===== config.mk =====
export PLATFORM = sky130hd
export DESIGN_NAME = decode3_register_bank
export DESIGN_NICKNAME = d
export VERILOG_FILES = /design/src/rtl/decode3_register_bank_pkg.sv /design/src/rtl/decode3_register_bank_decode_3to8.sv /design/src/rtl/decode3_register_bank.sv
export SDC_FILE = /design/constraint.sdc
export NUM_CORES = 1
export LEC_CHECK = 0
export BUFFER_PORTS_ARGS = -buffer_cell sky130_fd_sc_hd__buf_4
export CORE_UTILIZATION = 51
export CTS_CLUSTER_SIZE = 25
export DETAILED_ROUTE_END_ITERATION = 12
export PLACE_DENSITY = 0.9
export SLEW_MARGIN = 10
export SYNTH_ARGS = -nofsm -noshare
export SYNTH_HDL_FRONTEND = slang
export SYNTH_SLANG_ARGS = --single-unit
export TNS_END_PERCENT = 1

===== constraint.sdc =====
create_clock -name clk -period 1.3 [get_ports clk]
set_clock_uncertainty 0.05 [all_clocks]
set_input_delay 0.065 -clock clk [delete_from_list [all_inputs] [get_ports clk]]
set_output_delay 0.065 -clock clk [all_outputs]
set_load 0.05 [all_outputs]

===== src/rtl/decode3_register_bank_pkg.sv =====
// decode3_register_bank_pkg: shared sizes for the decoded register bank
package decode3_register_bank_pkg;
  localparam int NUM_REGS = 8;
  localparam int SEL_W = 3;
  localparam int DATA_W = 8;
endpackage


===== src/rtl/decode3_register_bank_decode_3to8.sv =====
// decode_3to8: one-hot 3-to-8 decoder with enable
module decode_3to8 (
  input  logic [2:0] de_in,
  input  logic       en,
  output logic [7:0] de_out
);
  always_comb de_out = en ? 8'b1 << de_in : '0;
endmodule


===== src/rtl/decode3_register_bank.sv =====
// decode3_register_bank: bank of N W-bit registers written via a 3-to-8 decode
module decode3_register_bank
  import decode3_register_bank_pkg::*;
#(
  parameter int W = DATA_W,
  parameter int N = NUM_REGS
) (
  input  logic             clk,
  input  logic             rst_n,
  input  logic             wr_en,
  input  logic [SEL_W-1:0] sel,
  input  logic [W-1:0]     wd,
  input  logic [SEL_W-1:0] rd_sel,
  output logic [W-1:0]     rd_data,
  output logic [N*W-1:0]   rd_all,
  output logic [7:0]       dec_out
);
  decode_3to8 u_dec (.de_in(sel), .en(wr_en), .de_out(dec_out));
  for (genvar i = 0; i < N; i++) begin : g_reg
    logic [W-1:0] q;
    always_ff @(posedge clk or negedge rst_n)
      if (!rst_n) q <= '0;
      else if (dec_out[i]) q <= wd;
    assign rd_all[i*W +: W] = q;
  end
  assign rd_data = rd_all[rd_sel*W +: W];
endmodule


After elaboration in Yosys (flattened, before gate mapping)
Cells that the tools add are included.
Widths: inputs -> output; s select.
{"block": "op_classes", "n_shift": 2, "mux": 1}
{"cell": "$shiftx 64x7->8", "count": 1}
{"cell": "$mux 8", "count": 1}
{"cell": "$shl 1x3->8 const A", "count": 1}
{"block": "word_totals", "in_bits": 17, "wordCells": 11, "reg_bits": 64}

Logic depth before layout (Yosys ltp)
Gate-level depths: netlist (run 1).
{"block": "depth", "depth_word": 2, "ltp_mapped": 4, "depth_no_buf": 2}

Hierarchy
Synthesis (run 1) repeated with hierarchy kept, for this count alone.
{"block": "hier_totals", "cells_unflattened": 173, "hier_area_um2": 2997.9}
{"module": "decode3_register_bank", "cells_each": 165, "instances": 1, "area_each_um2": 2902.8, "seq_area_each_um2": 1601.5}
{"module": "decode_3to8", "cells_each": 8, "instances": 1, "area_each_um2": 95.1, "seq_area_each_um2": 0.0}

Worst setup path before layout (run 1)
Ideal clock, no wire load.
{"block": "synth_timing", "kind": "in2reg", "startpoint": "input sel[2]", "endpoint": "register g_reg[0].q[0]", "path_stages": 3, "arrival_time_ns": 1.526, "slack_ns": -0.401, "setup_time_ns": 0.125, "path_buffers": 1, "cell_sequence": "buf_2 > nor4b_4 > mux2_2"}
{"block": "synth_via", "elab_chain_len": 2}
{"item": "start: declaration", "line": "decode3_register_bank.sv:11", "rtl": "input logic [SEL_W-1:0] sel,"}
{"item": "$shl 1x3->8", "line": "decode3_register_bank_decode_3to8.sv:7", "rtl": "always_comb de_out = en ? 8'b1 << de_in : '0;"}
{"item": "$mux 8", "line": "decode3_register_bank_decode_3to8.sv:7"}
{"item": "via dec_out[0]", "line": "decode3_register_bank.sv:16", "rtl": "output logic [7:0] dec_out"}
{"item": "end signal: assignment", "line": "decode3_register_bank.sv:23", "rtl": "else if (dec_out[i]) q <= wd;"}
{"item": "end: declaration", "line": "decode3_register_bank.sv:20", "rtl": "logic [W-1:0] q;"}
The timed path passes the listed nets, and every way through them passes these cells.
A chain may end at the register's enable or synchronous reset.

Worst setup path in the final report (run 1)
{"block": "layout_timing", "startpoint": "register g_reg[6].q[0]", "endpoint": "output rd_data[0]"}
{"block": "layout_via", "elab_chain_len": 1}
{"item": "start: declaration", "line": "decode3_register_bank.sv:20"}
{"item": "start signal: assignment", "line": "decode3_register_bank.sv:23"}
{"item": "$shiftx 64x7->8", "line": "decode3_register_bank.sv:26", "rtl": "assign rd_data = rd_all[rd_sel*W +: W];"}
{"item": "end: declaration", "line": "decode3_register_bank.sv:14", "rtl": "output logic [W-1:0] rd_data,"}
Every way passes these cells.

==> flow_summary.ini, run 1 <==
[placed_design]
place_area_um2 = 4380
portBuffers = 96
hpwl_um = 5790
gp_congestion = 0.773

[logic_synthesis]
syn_avg_cell_area_um2 = 17.1
yosys_warnings = 0
synth_cells = 176
syn_area_um2 = 3010
syn_nets = 193
yosysSeqAreaShare_pct = 53.2
ys_ff_latch = 64
synth_top_area_share_pct = 53.2
synth_area_leader_cell = dfrtp_1
yosysUniqueCellTypes = 14
yosys-top-cells-area = dfrtp_1, mux2_2, mux4_1

[layout]
largest_reg_flops = 64
diodes = 0
drive_above_1_share_pct = 77.4
design_area_um2 = 4740
areaGrowthSynthToFinish_pct = 57.4
reg_top3 = g.q x64
largest_register = g.q
nets = 383

[clock_network]
cts_made_buffers = 9
htreeDepth = 3
clk_pin_slew_ns = 0.07
insertion_delay_ns = 0.34
cts_buffer_depth = 2
cts_tree = built
clkSinkCount = 64
root_buffer = clkbuf_8

[timing]
tightest_slew_ns = 0.351
fin_crit_sh_pct = 138
fmax_ghz = 0.556
period_needed_ns = 1.80
whs_ns = 0.237
fin_ws_ns = -0.499
grt_setup_unrepaired = true
maxSlewHeadroom_pct = 76.6
hold_viol = 0
finalSetupViolCount = 8
finalMaxSlewViolations = 0

[power]
p_sw_share_pct = 40.4
p_int_uw = 5630
power_frac_comb_pct = 50.0
clkPwrFrac_pct = 21.2
cellLeakagePower_uw = 0.00231
power_frac_seq_pct = 28.8
power.total_uw = 9440
vdd_drop_max_mv = 1.40
power_switching_uw = 3820
powerDensity_nw_per_um2 = 1990

[detailed_routing]
drc_errors = 0
drt-pass1-iter-count = 4
routed_via_density = 5.68
wl_um = 9380
drtAntennaViolNets = 0
wl_per_cell_um = 21.2
dr.first_iter.drc_count = 172
via_count = 2515

[hold_path]
min_path_type = in -> reg
worstHoldEndpoint = g_reg[3].q[6]
hold_path_depth = 4
holdCritStartpoint = wr_en

[critical_path]
crit_type = reg -> out
cp-start-kind = flip-flop
r2r_slack_ns = 0.20
reg2reg_from = g_reg[6].q[0]
crit_fanout = 2
end_kind = output pin
startpoint = g_reg[6].q[0]
worstPathRequired_ns = 1.19
cp.arrival_ns = 1.68
r2r_cells = 3
r2r_end = g_reg[6].q[0]

[die]
die_w_um = 78.8
rows = 27
io_pins = 97
die_area_um2 = 6210
die_height_um = 78.8
start_util_pct = 53.7
coreArea_um2 = 5610

[global_routing]
gr-total-overflow = 0
grt_max_degree = 65
grt_pass1_vias = 2634
antenna_found_initial = 0
grtUsageTotal_pct = 31.6
grt_pass1_wl_um = 14000

[outcome]
outcome = finished with violations
violations = negative setup slack

[flow_run]
drv_cap = 0
[synthesized netlist by cell type]
cell type and count:
nand4b_1 3, clkbuf_1 1, buf_1 1, nand4_1 1, mux4_1 15, nor4b_4 1
dfrtp_1 64, buf_12 1, buf_6 1, buf_2 8, inv_1 4, mux4_2 1
mux2_2 72, nor4bb_1 3
[cells by family (layout without fill, tap and decap cells)]
logic type	Yosys count	after routing	synth area share [%]
mux	88	88	40.8
flops	64	64	53.2
simple gates	8	8	2.87
buf+inv	16	211	3.12
[per-layer routing]
layer | global-route usage, % | up-vias | share of wire, % | wire length (um)
met1 | 34.4 | 1306 | 38 | 3530
met5 | 0 | - | 0 | 0
met2 | 60.5 | 129 | 55 | 5140
met3 | 4.25 | 30 | 4.7 | 440
li1 | - | 1050 | - | -
met4 | 14.2 | 0 | 2.9 | 276
[repair_timing]
item | in CTS | in global routing
setup buffers | 3 | 2
endpoints found under the hold margin | 126 | 0
hold buffers | 9 | 0
resized for setup | 14 | 13
pin swaps | 0 | 0
setup endpoints to repair | 8 | 9
[worst max-delay path: stages, from the launching register on]
cell     delay, ns
dfrtp_1       0.40
mux4_2        0.49
mux2_4        0.30
buf_6         0.16
[power by group through the flow]
stage	registers [uW]	clock network (uW)	logic, uW
final	2720	2000	4720
after CTS	2660	2010	4650
after global routing	2760	2090	4890
after global placement	2660	0	4390
after floorplan	4290	0	1040
after detailed placement	2690	0	4480
[layout by cell type (no fill, tap or decap), drive strengths merged]
master         n
buf          182
bufinv         2
clkbuf        14
dfrtp         64
dlygate4sd3    9
inv            4
mux2          72
mux4          16
nand4          1
nand4b         3
nor4b          1
nor4bb         3
[cell type report]
cell class                      instances  area, um^2
Fill cell                             295         871
Clock buffer                           14         173
Clock inverter                          2        60.1
Timing Repair Buffer                  191        1510
Sequential cell                        64        1600
Tap cell                               72        90.1
Inverter                                4        15.0
Multi-Input combinational cell         96        1280
[worst max-delay path by stage]
stage	end	slack, ns	cells past startpoint
2_1_floorplan	g_reg[0].q[0]	-0.40	3
3_3_place_gp	rd_data[0]	-0.19	4
3_5_place_dp	rd_data[0]	-0.22	4
4_1_cts	rd_data[0]	-0.50	3
5_1_grt	rd_data[0]	-0.52	3
6_report	rd_data[0]	-0.50	3
[metrics by stage]
| stage | setup TNS [ns] | setup slack (ns) | cells | utilization [%] |
|---|---|---|---|---|
| floorplan | -7.57 | -0.401 | 176 | - |
| global placement | -1.50 | -0.190 | 413 | 78.1 |
| detailed placement | -1.89 | -0.220 | 413 | 78.1 |
| CTS | -3.83 | -0.500 | 441 | 84.7 |
| global route | -4.02 | -0.520 | 443 | 84.5 |
| finish | -3.74 | -0.499 | 443 | 84.5 |
Note: power is estimated with default switching activity, not from simulation.
==> run 2: changes to the inputs <==
SETUP_SLACK_MARGIN = 0.2   (was unset)
==> run 2 against run 1 <==
  * The run now fails in global routing (5_1_grt)
  * Synthesized cell count did not move
  * Synthesized area did not move
==> flow_summary.ini, run 2 <==
[logic_synthesis]
synth_commonest_cells = mux2_2, dfrtp_1, mux4_1
synth-xor-area-share_pct = 0
synth_flop_cell = dfrtp_1
muxShareOfSynthArea_pct = 40.8
synth_edf_count = 0
yosys.cell_count.top_type = mux2_2
yosys-top-cells-area = dfrtp_1, mux2_2, mux4_1
synthSimpleGateAreaFrac_pct = 2.87
synth_top_area_share_pct = 53.2
yosys_warnings = 0
synth_compound_area_share_pct = 0
synth_top_family_by_area = multiplexers
synth-async-reset-ratio_pct = 100
synth_area_leader_cell = dfrtp_1
syn_avg_cell_area_um2 = 17.1
synth_cells = 176
yosysUniqueCellTypes = 14
syn_nets = 193
ys_ff_latch = 64
syn_area_um2 = 3010
yosysSeqAreaShare_pct = 53.2
synth_fa_ha_area_share_pct = 0

[clock_network]
clkSinkCount = 64
cts_buffer_depth = 2
cts_made_buffers = 9
root_buffer = clkbuf_8
htreeDepth = 3

[die]
start_util_pct = 53.7
io_pins = 97
rows = 27
die_w_um = 78.8
die_height_um = 78.8

[placed_design]
pre_cts_ws_ns = -0.220
hpwl_um = 5790
gp_congestion = 0.773
portBuffers = 96
place_area_um2 = 4380

[outcome]
outcome = stopped before the end
lastStage = global routing (5_1_grt)
error_line = [ERROR DPL-0038] Utilization greater than 100%, impossible to legalize

[timing]
crit_endpoint = rd_data[7]
worst_path_end_type = top-level output

[global_routing]
grt_max_degree = 65
==> run 2: cell counts after synthesis <==
No cell type changed its count.
==> run 2: through the flow <==
step,hold WS (ns),cells
2_1_floorplan,-0.281,176
3_3_place_gp,0.0347,413
3_5_place_dp,0.0501,413
4_1_cts,0.240,441
==> run 2: kinds of logic after synthesis <==
group,count (synthesis)
DFF,64
muxes,88
and+or+nand+nor,8
buffers and inverters,16
==> run 2: repair_timing <==
item | 4_1_cts
gates resized for setup | 182
setup endpoints to repair | 75
hold buffers | 9
setup buffers | 3
hold endpoints to repair | 126
==> run 3: changes to the inputs <==
CORE_UTILIZATION = 40   (was 51)
CTS_CLUSTER_SIZE = unset   (was 25)
PLACE_DENSITY = unset   (was 0.9)
PLACE_DENSITY_LB_ADDON = 0.15   (was unset)
SETUP_SLACK_MARGIN = unset   (was 0.2)
==> run 3 against run 2 <==
  * The flow now finishes, with violations (negative setup slack)
==> flow_summary.ini, run 3 (same netlist as run 1, synthesis figures left out) <==
[outcome]
outcome = finished with violations
violations = negative setup slack

[timing]
grt_setup_unrepaired = true
maxSlewHeadroom_pct = 72.6
finalSetupViolCount = 8
fmax_ghz = 0.560
tightest_slew_ns = 0.411
whs_ns = 0.144
finalMaxSlewViolations = 0
hold_viol = 0
fin_crit_sh_pct = 137
fin_ws_ns = -0.485
period_needed_ns = 1.79

[clock_network]
cts_buffer_depth = 2
insertion_delay_ns = 0.34
cts_made_buffers = 9
cts_tree = built
htreeDepth = 3
root_buffer = clkbuf_8
clk_pin_slew_ns = 0.07
clkSinkCount = 64

[placed_design]
portBuffers = 96
dp_cells = 443
hpwl_um = 5960
gp_congestion = 0.754
pre_cts_ws_ns = -0.172
place_area_um2 = 4510

[detailed_routing]
top_layer = met4
drtAntennaViolNets = 0
dr.first_iter.drc_count = 79
routed_via_density = 4.91
met1_length_um = 3640
wl_per_cell_um = 17.6
via_count = 2299
wl_met2_um = 3960
wl_met3_um = 414
drt-pass1-iter-count = 4
drc_errors = 0
wl_um = 8250

[die]
rows = 31
start_util_pct = 41.5
io_pins = 97
die_height_um = 88.7
die_w_um = 88.7
die_area_um2 = 7870
coreArea_um2 = 7250

[global_routing]
gr-total-overflow = 0
grtUsageTotal_pct = 22.7
antenna_found_initial = 0
grt_max_degree = 29
grt_pass1_vias = 2379
grt_pass1_wl_um = 12800

[critical_path]
crit_type = reg -> out
crit_buf_inv = 1
critPathMaxStageDelay_ns = 0.48
cp.arrival_ns = 1.67
crit_slowest_cell = mux4_2
worstPathRequired_ns = 1.19
cp_cell_sequence = mux4_2 -> mux2_4 -> buf_6
crit_family = multiplexers
cp-start-kind = flip-flop
cp.depth = 3
end_kind = output pin
crit_fanout = 2
r2r_cells = 3

[layout]
largest_register = g.q
layout_common_cells = buf_4, mux2_2, dfrtp_1
nets = 382
fin_cells = 468
diodes = 0
final_common_cell = buf_4
drive_above_1_share_pct = 76.2
largest_reg_flops = 64
reg_top3 = g.q x64
areaGrowthSynthToFinish_pct = 59.3
design_area_um2 = 4790

[power]
vdd_drop_max_mv = 0.897
cellLeakagePower_uw = 0.00234
powerDensity_nw_per_um2 = 1840

[flow_run]
drv_cap = 0

[hold_path]
min_path_type = in -> async
==> run 3: what timing repair did <==
action	in CTS	in global routing
hold buffers	9	0
hold endpoints to repair	128	0
endpoints found under the setup margin	8	8
resized for setup	17	4
buffers inserted	0	1
==> run 3: final timing paths <==
check | startpoint | end | slack, ns
min reg2reg | g_reg[1].q[7] | g_reg[1].q[7] | 0.55
min in group clk | wr_en | g_reg[5].q[6] | 0.24
max reg2reg | g_reg[1].q[2] | g_reg[1].q[2] | 0.24
max in group asynchronous | rst_n | g_reg[7].q[5] | 0.60
min | rst_n | g_reg[2].q[1] | 0.14
max | g_reg[5].q[3] | rd_data[3] | -0.49
==> run 3: final cells by class <==
class                   instances  area [um^2]
clock inverters                 3         17.5
clock buffers                  12          155
repair buffers                190         1550
well taps                      99          124
inverters                       4         15.0
multi-input cells              96         1330
fillers                       589         2460
flip-flops and latches         64         1600
==> run 3: per-layer routing <==
| metal | track usage (%) | vias to the layer above |
|---|---|---|
| met5 | 0 | - |
| met4 | 11.3 | 0 |
| met3 | 4.38 | 21 |
| met2 | 36.2 | 88 |
| met1 | 29.9 | 1144 |
| li1 | - | 1046 |
==> run 3: worst register-to-register path: stages, from the launching register on <==
cell and delay (ns):
dfrtp_1 0.39, buf_4 0.13, buf_4 0.13, mux2_2 0.25
==> run 3: metrics by stage <==
stage	utilization [%]	total power, uW	setup TNS (ns)
after global placement	62.2	7140	-1.11
after global routing	66.1	9230	-4.01
after CTS	66.1	8880	-3.85
after detailed placement	62.2	7210	-1.18
final	66.1	8820	-3.71
after floorplan	-	5330	-7.57
==> run 3: where the power goes <==
part | internal [uW] | switching, uW
sequential | 2430 | 249
clock | 779 | 735
combinational | 1940 | 2690
total | 5150 | 3670
==> run 4: changes to the inputs <==
SKIP_CTS_REPAIR_TIMING = 1   (was unset)
SYNTH_HIERARCHICAL = 1   (was unset)
==> run 4 against run 3 <==
  * The run still ends with negative setup slack left
  * Register-to-register slack better by 0.09 ns
  * Sequential power grew 3%
  * Cell area increased by 1.7%
  * Synthesized area decreased by 0.37%
  * Core utilization rose by 1.2 points
  * Total power increased by 5.9%
  * Sequential cell count unchanged
  * Sequential share of layout area rose by 1.0 points
  * Die area decreased by 0.37%
  * Largest power group unchanged
==> flow_summary.ini, run 4 <==
[flow_run]
drv_cap = 0

[timing]
finalMaxSlewViolations = 0
maxSlewHeadroom_pct = 78.0
finalSetupViolCount = 8
period_needed_ns = 1.78
tightest_slew_ns = 0.330
fin_ws_ns = -0.477
hold_viol = 0
tns_ns = -3.66
fin_crit_sh_pct = 137
grt_setup_unrepaired = true
fmax_ghz = 0.563

[layout]
reg_top3 = g.q x64
final_common_cell = buf_4
design_area_um2 = 4880
nets = 370
drive_above_1_share_pct = 95.8
diodes = 0
multi_input_area_um2 = 1330
nFillCells = 556
areaGrowthSynthToFinish_pct = 62.7
final_core_util_pct = 67.3
largest_reg_flops = 64
layout_common_cells = buf_4, dfrtp_2, mux2_2
largest_register = g.q
regArea_um2 = 1680
fin_cells = 457

[logic_synthesis]
yosysSeqAreaShare_pct = 53.4
syn_area_um2 = 3000
synth-async-reset-ratio_pct = 100
synth_area_leader_cell = dfrtp_1
yosys.cell_count.top_type = mux2_2
synth_flop_cell = dfrtp_1
yosysUniqueCellTypes = 15
synth_top_area_share_pct = 53.4
synth_edf_count = 0
ys_ff_latch = 64
yosys-top-cells-area = dfrtp_1, mux2_2, mux4_1
yosys_warnings = 6
synth_commonest_cells = mux2_2, dfrtp_1, mux4_1
syn_nets = 190
synth_cells = 173
syn_avg_cell_area_um2 = 17.3

[placed_design]
hpwl_um = 5660
dp_cells = 432
pre_cts_ws_ns = -0.176
gp_congestion = 0.729
portBuffers = 96
place_area_um2 = 4550

[die]
die_height_um = 88.6
start_util_pct = 41.3
die_area_um2 = 7840
io_pins = 97
rows = 31
coreArea_um2 = 7250
die_w_um = 88.6

[critical_path]
r2r_slack_ns = 0.33
cp_cell_sequence = mux4_2 -> mux2_2 -> buf_6
crit_buf_inv = 1
crit_slowest_cell = mux4_2
reg2reg_from = g_reg[1].q[4]
r2r_end = g_reg[1].q[4]
cp.arrival_ns = 1.66
critPathMaxStageDelay_ns = 0.47
startpoint = g_reg[7].q[0]
cp.depth = 3
crit_fanout = 2
crit_type = reg -> out
end_kind = output pin
crit_family = multiplexers
worstPathRequired_ns = 1.19
worstSetupEndpoint = rd_data[0]
cp-start-kind = flip-flop
r2r_cells = 2

[clock_network]
cts_tree = built
root_buffer = clkbuf_8
htreeDepth = 3
cts_made_buffers = 9
insertion_delay_ns = 0.33
clk_pin_slew_ns = 0.07
clkSinkCount = 64
cts_buffer_depth = 2

[hold_path]
min_path_type = in -> async

[detailed_routing]
drc_errors = 0
via_count = 2293
wl_per_cell_um = 18.0
routed_via_density = 5.02
top_layer = met4
wl_met3_um = 336
drt-pass1-iter-count = 5
wl_um = 8250
dr.first_iter.drc_count = 89
wl_met2_um = 4020
drtAntennaViolNets = 0
met1_length_um = 3810

[power]
cellLeakagePower_uw = 0.00222
powerDensity_nw_per_um2 = 1920
vdd_drop_max_mv = 1.31

[outcome]
violations = negative setup slack
outcome = finished with violations

[global_routing]
antenna_found_initial = 0
grt_pass1_vias = 2214
grtUsageTotal_pct = 21.9
grt_max_degree = 42
grt_pass1_wl_um = 12200
gr-total-overflow = 0
-- run 4: cell count changes after synthesis --
cell	previous run	this run
inv_1	4	0
buf_2	8	1
clkbuf_1	1	9
and4bb_2	0	1
and4_2	0	1
and4bb_1	0	2
and4b_1	0	1
nor4b_2	0	1
and4b_2	0	2
nor4b_4	1	0
nor4bb_1	3	0
nand4_1	1	0
nand4b_1	3	0
-- run 4: layout make-up --
cell class	instances	share of cell area [%]
sequential	64	34.4
timing repair buffer	182	31.2
clock buffer	11	2.90
tap	99	2.54
multi-input combinational	96	27.3
clock inverter	5	1.64
-- run 4: worst min-delay path by stage --
stage                      from             to  slack, ns  depth (start not counted)
after detailed placement  rst_n  g_reg[6].q[4]      -0.06                          1
after global routing      rst_n  g_reg[5].q[4]       0.17                          2
after floorplan           rst_n  g_reg[0].q[0]      -0.28                          0
after CTS                 rst_n  g_reg[1].q[2]      -0.43                          1
final                     rst_n  g_reg[6].q[4]       0.14                          2
after global placement    rst_n  g_reg[6].q[4]      -0.06                          1
-- run 4: logic make-up (layout without fill, tap and decap cells) --
logic type    count (synthesis)  in the layout  share of synthesized area (%)
flops                        64             64                           53.4
simple gates                  8              8                           3.17
mux                          88             88                           40.9
buf+inv                      13            198                           2.46
-- run 4: where the power goes --
group	switching [uW]	leakage, uW	internal [uW]
logic	2690	0.00141	1990
registers	255	0.000700	2510
clock network	772	0.000106	1130
-- run 4: routing by layer --
metal,vias to the layer above,track usage [%]
met1,1177,30.6
met2,80,34.9
met5,-,0
met3,9,4.38
met4,0,6.74
li1,1027,-
-- run 4: per-stage QoR --
| stage | power, uW | hold slack [ns] |
|---|---|---|
| after floorplan | 5450 | -0.281 |
| after global placement | 7240 | -0.0588 |
| after detailed placement | 7290 | -0.0639 |
| after CTS | 9220 | -0.432 |
| after global routing | 9750 | 0.165 |
| final | 9340 | 0.143 |
